==> config.mk <==
export PLATFORM = sky130hd
export DESIGN_NAME = deconv_cfg_ctrl_flat
export DESIGN_NICKNAME = d
export VERILOG_FILES = /design/src/rtl/deconv_cfg_ctrl_pkg.sv /design/src/rtl/deconv_cfg_ctrl_if.sv /design/src/rtl/deconv_cfg_bank.sv /design/src/rtl/deconv_cfg_ctrl.sv /design/src/flat_wrapper.sv
export SDC_FILE = /design/constraint.sdc
export NUM_CORES = 1
export LEC_CHECK = 0
export CORE_ASPECT_RATIO = 1.25
export CORE_UTILIZATION = 51
export CTS_CLUSTER_SIZE = 10
export DETAILED_ROUTE_END_ITERATION = 8
export GPL_TIMING_DRIVEN = 1
export HOLD_SLACK_MARGIN = 0.12
export PLACE_DENSITY = 0.85
export SYNTH_ARGS = -nofsm -noshare
export SYNTH_HDL_FRONTEND = slang
export SYNTH_SLANG_ARGS = --single-unit
==> constraint.sdc <==
create_clock -name CLK -period 3.4 [get_ports CLK]
set_input_delay 0.68 -clock CLK [delete_from_list [all_inputs] [get_ports CLK]]
set_output_delay 0.68 -clock CLK [all_outputs]
set_load 0.02 [all_outputs]
==> src/rtl/deconv_cfg_ctrl_pkg.sv <==
// deconv_cfg_ctrl_pkg: shared widths, defaults and FSM encoding for the deconvolution config sequencer
package deconv_cfg_ctrl_pkg;
  localparam int FD_BITS = 6;
  localparam int FN_BITS = 6;
  localparam int FN_FRAC_BITS = 4;
  localparam int CHAN_BITS = 2;
  localparam logic [FN_BITS-1:0] FN_UNITY = 6'd16;
  typedef enum logic [1:0] {
    IDLE      = 2'd0,
    WAIT_SAFE = 2'd1,
    APPLY     = 2'd2,
    SETTLE    = 2'd3
  } state_t;
endpackage

==> src/rtl/deconv_cfg_ctrl_if.sv <==
// deconv_cfg_ctrl_if: host configuration bus (shadow writes, apply request, status)
interface deconv_cfg_ctrl_if;
  import deconv_cfg_ctrl_pkg::*;
  logic                 CFG_WR;
  logic [CHAN_BITS-1:0] CFG_CHAN;
  logic [FD_BITS-1:0]   CFG_FD;
  logic [FN_BITS-1:0]   CFG_FN;
  logic                 CFG_APPLY;
  logic                 CFG_BUSY;
  logic                 CFG_DONE;
  logic                 CFG_ERR;
  modport master (
    output CFG_WR, CFG_CHAN, CFG_FD, CFG_FN, CFG_APPLY,
    input  CFG_BUSY, CFG_DONE, CFG_ERR
  );
  modport slave (
    input  CFG_WR, CFG_CHAN, CFG_FD, CFG_FN, CFG_APPLY,
    output CFG_BUSY, CFG_DONE, CFG_ERR
  );
endinterface

==> src/rtl/deconv_cfg_bank.sv <==
// deconv_cfg_bank: per-channel shadow/active FD-FN register pairs with write port and apply strobe
module deconv_cfg_bank
  import deconv_cfg_ctrl_pkg::*;
#(
  parameter int                 NCHAN    = 3,
  parameter logic [FD_BITS-1:0] FD_RESET = '0,
  parameter logic [FN_BITS-1:0] FN_RESET = FN_UNITY
) (
  input  logic                       CLK,
  input  logic                       RST,
  input  logic                       wr,
  input  logic [CHAN_BITS-1:0]       chan,
  input  logic [FD_BITS-1:0]         fd,
  input  logic [FN_BITS-1:0]         fn,
  input  logic                       apply,
  output logic [NCHAN*FD_BITS-1:0]   fd_act,
  output logic [NCHAN*FN_BITS-1:0]   fn_act
);
  for (genvar k = 0; k < NCHAN; k++) begin : g_ch
    logic [FD_BITS-1:0] fd_sh, fd_a;
    logic [FN_BITS-1:0] fn_sh, fn_a;
    // shadow takes host writes; active copies the old shadow on apply, so a same-cycle write waits for the next apply
    always_ff @(posedge CLK) begin
      if (RST) begin
        fd_sh <= FD_RESET;
        fn_sh <= FN_RESET;
        fd_a  <= FD_RESET;
        fn_a  <= FN_RESET;
      end else begin
        if (wr && int'(chan) == k) begin
          fd_sh <= fd;
          fn_sh <= fn;
        end
        if (apply) begin
          fd_a <= fd_sh;
          fn_a <= fn_sh;
        end
      end
    end
    assign fd_act[k*FD_BITS +: FD_BITS] = fd_a;
    assign fn_act[k*FN_BITS +: FN_BITS] = fn_a;
  end
endmodule

==> src/rtl/deconv_cfg_ctrl.sv <==
// deconv_cfg_ctrl: commits shadow FD/FN to active at a trigger-free ENABLE40 boundary, then masks output while pipelines flush
module deconv_cfg_ctrl
  import deconv_cfg_ctrl_pkg::*;
#(
  parameter int                 NCHAN         = 3,
  parameter logic [FD_BITS-1:0] FD_RESET      = '0,
  parameter logic [FN_BITS-1:0] FN_RESET      = FN_UNITY,
  parameter int                 SETTLE_CYCLES = 9,
  parameter int                 MAX_WAIT      = 4096
) (
  input  logic                     CLK,
  input  logic                     RST,
  input  logic                     ENABLE40,
  input  logic                     TRIG_ACTIVE,
  deconv_cfg_ctrl_if.slave         bus,
  output logic [NCHAN*FD_BITS-1:0] FD_OUT,
  output logic [NCHAN*FN_BITS-1:0] FN_OUT,
  output logic                     DECONV_VALID
);
  localparam int WW = $clog2(MAX_WAIT);
  localparam int SW = $clog2(SETTLE_CYCLES + 1);
  localparam logic [WW-1:0] WAIT_LAST   = WW'(MAX_WAIT - 1);
  localparam logic [SW-1:0] SETTLE_LOAD = SW'(SETTLE_CYCLES);
  state_t        state_q, state_d;
  logic [WW-1:0] wait_q, wait_d;
  logic [SW-1:0] settle_q, settle_d;
  logic          valid_q, valid_d, busy_q, busy_d, done_q, done_d, err_q, err_d;
  logic          apply_go, chan_ok, err_set, err_clr;
  assign chan_ok = int'(bus.CFG_CHAN) < NCHAN;
  deconv_cfg_bank #(
    .NCHAN(NCHAN), .FD_RESET(FD_RESET), .FN_RESET(FN_RESET)
  ) u_bank (
    .CLK(CLK), .RST(RST), .wr(bus.CFG_WR), .chan(bus.CFG_CHAN), .fd(bus.CFG_FD), .fn(bus.CFG_FN),
    .apply(apply_go), .fd_act(FD_OUT), .fn_act(FN_OUT)
  );
  // next state: accept apply in IDLE, wait for a safe 40 MHz edge, commit for one cycle, then settle
  always_comb begin
    state_d  = state_q;
    wait_d   = wait_q;
    settle_d = settle_q;
    valid_d  = valid_q;
    busy_d   = busy_q;
    done_d   = 1'b0;
    apply_go = 1'b0;
    err_set  = (bus.CFG_WR && !chan_ok) || (bus.CFG_APPLY && state_q != IDLE);
    err_clr  = 1'b0;
    case (state_q)
      IDLE: begin
        valid_d = 1'b1;
        busy_d  = 1'b0;
        if (bus.CFG_APPLY) begin
          state_d = WAIT_SAFE;
          busy_d  = 1'b1;
          wait_d  = '0;
          err_clr = 1'b1;
        end
      end
      WAIT_SAFE: begin
        wait_d = wait_q == WAIT_LAST ? wait_q : wait_q + 1'b1;
        if (ENABLE40 && !TRIG_ACTIVE) state_d = APPLY;
        else if (wait_q == WAIT_LAST) begin
          state_d = IDLE;
          busy_d  = 1'b0;
          err_set = 1'b1;
        end
      end
      APPLY: begin
        apply_go = 1'b1;
        valid_d  = 1'b0;
        settle_d = SETTLE_LOAD;
        state_d  = SETTLE;
      end
      SETTLE: begin
        valid_d  = 1'b0;
        settle_d = settle_q - 1'b1;
        if (settle_q == SW'(1)) begin
          state_d = IDLE;
          valid_d = 1'b1;
          busy_d  = 1'b0;
          done_d  = busy_q;
        end
      end
    endcase
    err_d = err_set || (err_q && !err_clr);
  end
  // state and registered outputs; reset enters SETTLE so output stays masked while pipelines fill
  always_ff @(posedge CLK) begin
    if (RST) begin
      state_q  <= SETTLE;
      wait_q   <= '0;
      settle_q <= SETTLE_LOAD;
      valid_q  <= 1'b0;
      busy_q   <= 1'b0;
      done_q   <= 1'b0;
      err_q    <= 1'b0;
    end else begin
      state_q  <= state_d;
      wait_q   <= wait_d;
      settle_q <= settle_d;
      valid_q  <= valid_d;
      busy_q   <= busy_d;
      done_q   <= done_d;
      err_q    <= err_d;
    end
  end
  assign DECONV_VALID = valid_q;
  assign bus.CFG_BUSY = busy_q;
  assign bus.CFG_DONE = done_q;
  assign bus.CFG_ERR  = err_q;
endmodule

==> src/flat_wrapper.sv <==
// flat-port wrapper written by rule: the top's interface ports become plain ports
module deconv_cfg_ctrl_flat import deconv_cfg_ctrl_pkg::*;
#(
  parameter int                 NCHAN         = 3,
  parameter logic [FD_BITS-1:0] FD_RESET      = '0,
  parameter logic [FN_BITS-1:0] FN_RESET      = FN_UNITY,
  parameter int                 SETTLE_CYCLES = 9,
  parameter int                 MAX_WAIT      = 4096
)
  (CLK, RST, ENABLE40, TRIG_ACTIVE, FD_OUT, FN_OUT, DECONV_VALID, bus_CFG_WR, bus_CFG_CHAN, bus_CFG_FD, bus_CFG_FN, bus_CFG_APPLY, bus_CFG_BUSY, bus_CFG_DONE, bus_CFG_ERR);
  deconv_cfg_ctrl_if bus_i ();
  input  logic CLK;
  input  logic RST;
  input  logic ENABLE40;
  input  logic TRIG_ACTIVE;
  output logic [NCHAN*FD_BITS-1:0] FD_OUT;
  output logic [NCHAN*FN_BITS-1:0] FN_OUT;
  output logic DECONV_VALID;
  input wire logic [$bits(bus_i.CFG_WR)-1:0] bus_CFG_WR;
  input wire logic [$bits(bus_i.CFG_CHAN)-1:0] bus_CFG_CHAN;
  input wire logic [$bits(bus_i.CFG_FD)-1:0] bus_CFG_FD;
  input wire logic [$bits(bus_i.CFG_FN)-1:0] bus_CFG_FN;
  input wire logic [$bits(bus_i.CFG_APPLY)-1:0] bus_CFG_APPLY;
  output wire logic [$bits(bus_i.CFG_BUSY)-1:0] bus_CFG_BUSY;
  output wire logic [$bits(bus_i.CFG_DONE)-1:0] bus_CFG_DONE;
  output wire logic [$bits(bus_i.CFG_ERR)-1:0] bus_CFG_ERR;
  assign bus_i.CFG_WR = bus_CFG_WR;
  assign bus_i.CFG_CHAN = bus_CFG_CHAN;
  assign bus_i.CFG_FD = bus_CFG_FD;
  assign bus_i.CFG_FN = bus_CFG_FN;
  assign bus_i.CFG_APPLY = bus_CFG_APPLY;
  assign bus_CFG_BUSY = bus_i.CFG_BUSY;
  assign bus_CFG_DONE = bus_i.CFG_DONE;
  assign bus_CFG_ERR = bus_i.CFG_ERR;
  deconv_cfg_ctrl #(.NCHAN(NCHAN), .FD_RESET(FD_RESET), .FN_RESET(FN_RESET), .SETTLE_CYCLES(SETTLE_CYCLES), .MAX_WAIT(MAX_WAIT)) u_core (.CLK(CLK), .RST(RST), .ENABLE40(ENABLE40), .TRIG_ACTIVE(TRIG_ACTIVE), .bus(bus_i), .FD_OUT(FD_OUT), .FN_OUT(FN_OUT), .DECONV_VALID(DECONV_VALID));
endmodule
==> metrics.txt <==
minimum clock period after layout 2.02 ns; clock tree root buffer cell sky130_fd_sc_hd__clkbuf_8; floorplan die area 7550 sq um; internal power summed over all cells 1.62 mW; number of warning messages in the yosys log 0; unrepaired setup endpoints after global routing false; worst-margin pin slew 0.802 ns; worst slack after detailed placement 1.11 ns; buffers from clock root to sink, at most 2; max-capacitance violation count 0; Worst VDD drop 324 uV; Diodes inserted 0; Power Total 2.31 mW; cell area reported after detailed placement 4290 sq um; setup fix buffers added after clock tree synthesis 0; crit-path max cell delay 0.61 ns; Clk pin slew, worst setup/hold paths 0.10 ns; Worst Hold Launch u_core.u_bank.g_ch[0].fd_a[4]; later-pin clock latency in the skew report 0.36 ns; number of vias after detailed routing 3190; Synth area leaders sky130_fd_sc_hd__dfxtp_1 (51%), sky130_fd_sc_hd__nand2_1 (16%), sky130_fd_sc_hd__a21oi_1 (10%); cell with the most instances after synthesis sky130_fd_sc_hd__nand2_1; highest attainable clock frequency 496 MHz; status finished, final reports clean; remaining max-slew budget at the tightest pin 46.3%; combined global-route utilization of all metal layers 22.7%; proportion of power drawn by combinational gates 17.2%; number of H-tree branching levels 3; initial cell density of the core 52.6%; worst path buffer plus inverter count 1; leakage power of the design 1.54 nW; terminating pin of the worst hold path u_core.u_bank.g_ch[0].fd_a[4]; Detail Route Antenna Nets 0; Pwr Density 516 nW/um^2; fraction of layout instances using a drive strength above 1 6.18%; portion of total power attributed to the clock network 30.1%; net count after synthesis 473; top flip-flop cell by instance count after synthesis sky130_fd_sc_hd__dfxtp_1; routed via count divided by cell count 5.39; number of DRC markers in iteration 0 269; Switching Share 30.0%; per-instance average area after synthesis 8.16 sq um; largest net degree at the start of global routing 50; cell with the largest stage delay on the worst path sky130_fd_sc_hd__clkdlybuf4s50_1; final weighted congestion of routability-driven global placement 0.846; sort of element at the start of the critical path flip-flop; number of buffers added on ports 59; remaining routing DRC violations 0; flip-flop and latch count after synthesis 94; Layout Skew 0.00980 ns; top-level I/O count 60; placed insts 576; first-pass GRT wire length 13700 um; power share of the sequential group 52.8%; flip-flop and latch area 1880 sq um; endpoint of the worst-slack reg-to-reg timing path u_core.wait_q[2]; worst hold-check path type flip-flop to flip-flop; Area growth syn-to-layout 21.8%; sequential area share after synthesis 51.2%; pins over their slew limit 0; num rows 34; die boundary height 96.9 um; post-cts repair resize count 0; total of fill cells in the finished design 600; routed wirelength normalized by instance count 13.7 um; Max FO, Critical Path 2; arrival time at the worst endpoint 1.34 ns; final HPWL from detailed placement 5520 um; antenna violations before repair 0; Setup Viol. Count Final 0; Critical Path, Cell by Cell clkdlybuf4s50_1; final instance area 4470 sq um; critical path capture point type primary output; Total Nets Final 520; Tcrit/Tclk final 59.3%; Layout Cells excl Fill 592; Cell Area, Synth 3670 sq um; cts bufs inserted 9; clock tree from TritonCTS built; number of distinct standard cells referenced by the synthesized netlist 47; final sum of negative setup slack 0 ns; post-synthesis cell count 450; die extent in x 77.9 um; area of the core region 6980 sq um; category of cells accounting for the largest share of critical-path delay buffers and inverters; number of hold violations in the final report 0; most frequent cells after synthesis sky130_fd_sc_hd__nand2_1 (154), sky130_fd_sc_hd__dfxtp_1 (94), sky130_fd_sc_hd__a21oi_1 (75), sky130_fd_sc_hd__clkbuf_1 (22), sky130_fd_sc_hd__nor2_1 (11); category of the critical setup timing path flip-flop to primary output; wirelength, routed 8090 um; share of synthesized registers carrying an async set or reset 0%; first-pass iteration count of the detailed router 4; CTS Hold Bufs 0; vias in the first global route 3003; area share of the leading cell type in the synthesized netlist 51.2%; number of enable-type register cells in the synthesized netlist 0; setup slack after layout 1.38 ns; total area of multi-input combinational cells 1660 sq um; cells on worst reg2reg path 5; CP Data Required Time 2.72 ns; overflow left after global routing 0; cell type contributing the most total cell area after synthesis sky130_fd_sc_hd__dfxtp_1; cell depth of the worst hold path 2; P_sw 0.694 mW; Register-to-Register Setup Slack 1.60 ns; R2R Path Start u_core.wait_q[0]; Clock Sinks 94
## worst max-delay path by stage
stage | from | cells past startpoint | to
after floorplan | bus_CFG_APPLY | 4 | u_core.wait_q[10]
final | u_core.u_bank.g_ch[1].fd_a[5] | 1 | FD_OUT[11]
after CTS | u_core.u_bank.g_ch[1].fd_a[5] | 1 | FD_OUT[11]
after global routing | bus_CFG_CHAN[0] | 5 | u_core.u_bank.g_ch[1].fd_sh[2]
after detailed placement | bus_CFG_CHAN[0] | 5 | u_core.u_bank.g_ch[1].fd_sh[2]
after global placement | bus_CFG_APPLY | 5 | u_core.wait_q[9]
## layout make-up
type / instances / area share [%]
sequential: 94 / 42.1
multi-input combinational: 324 / 37.0
timing repair buffer: 63 / 13.8
clock buffer: 10 / 3.08
tap: 90 / 2.52
clock inverter: 6 / 1.12
inverter: 5 / 0.420
## power groups by stage
stage / sequential, mW / combinational (mW) / clock, mW
6_report: 1.22 / 0.397 / 0.694
3_5_place_dp: 1.24 / 0.396 / 0
3_3_place_gp: 1.24 / 0.384 / 0
4_1_cts: 1.22 / 0.398 / 0.709
5_1_grt: 1.23 / 0.441 / 0.761
2_1_floorplan: 1.24 / 0.278 / 0
## sequential cells by signal (all words and copies together), names as in the netlist, named ones only
signal	count
u_core.u_bank.g_ch.fd_a	18
u_core.u_bank.g_ch.fd_sh	18
u_core.u_bank.g_ch.fn_a	18
u_core.u_bank.g_ch.fn_sh	18
u_core.wait_q	12
u_core.settle_q	4
u_core.DECONV_VALID	1
u_core.bus.CFG_BUSY	1
u_core.bus.CFG_DONE	1
u_core.bus.CFG_ERR	1
u_core.state_q	1
## logic make-up after synthesis
group	count (synthesis)	synth area share [%]
XOR/XNOR	1	0.239
buffers and inverters	32	3.71
AO/OA/AOI/OAI	99	15.2
multiplexers	3	0.954
AND/OR/NAND/NOR	218	27.6
adder cells (fa/ha/maj)	3	1.02
flip-flops	94	51.2
## stage by stage
step	hold WS (ns)	utilization, %
finish	0.459	64.1
global route	0.468	64.1
CTS	0.459	64.1
detailed placement	0.446	61.4
global placement	0.437	61.4
floorplan	0.432	-
## cells in the final DEF (no fill, tap or decap), types with 3 or more instances in the layout
cell type and instances:
sky130_fd_sc_hd__ha_1 3, sky130_fd_sc_hd__inv_1 5, sky130_fd_sc_hd__nand3_1 7, sky130_fd_sc_hd__a21oi_1 75, sky130_fd_sc_hd__clkdlybuf4s50_1 58, sky130_fd_sc_hd__inv_6 3
sky130_fd_sc_hd__clkbuf_8 10, sky130_fd_sc_hd__buf_4 4, sky130_fd_sc_hd__o31ai_1 5, sky130_fd_sc_hd__nand2_1 154, sky130_fd_sc_hd__dfxtp_1 94, sky130_fd_sc_hd__nand3b_1 8
sky130_fd_sc_hd__nand2b_1 4, sky130_fd_sc_hd__o21ai_0 5, sky130_fd_sc_hd__nor3b_1 4, sky130_fd_sc_hd__nor2b_1 3, sky130_fd_sc_hd__or4_1 6, sky130_fd_sc_hd__nor2_1 11
## routing by layer
layer	track usage (%)	wire length, um	vias to the layer above
met2	37.0	3990	99
met4	9.83	223	0
li1	-	-	1611
met5	0	0	-
met3	5.94	478	18
met1	28.1	3400	1462
(Power assumes the default switching activity.)
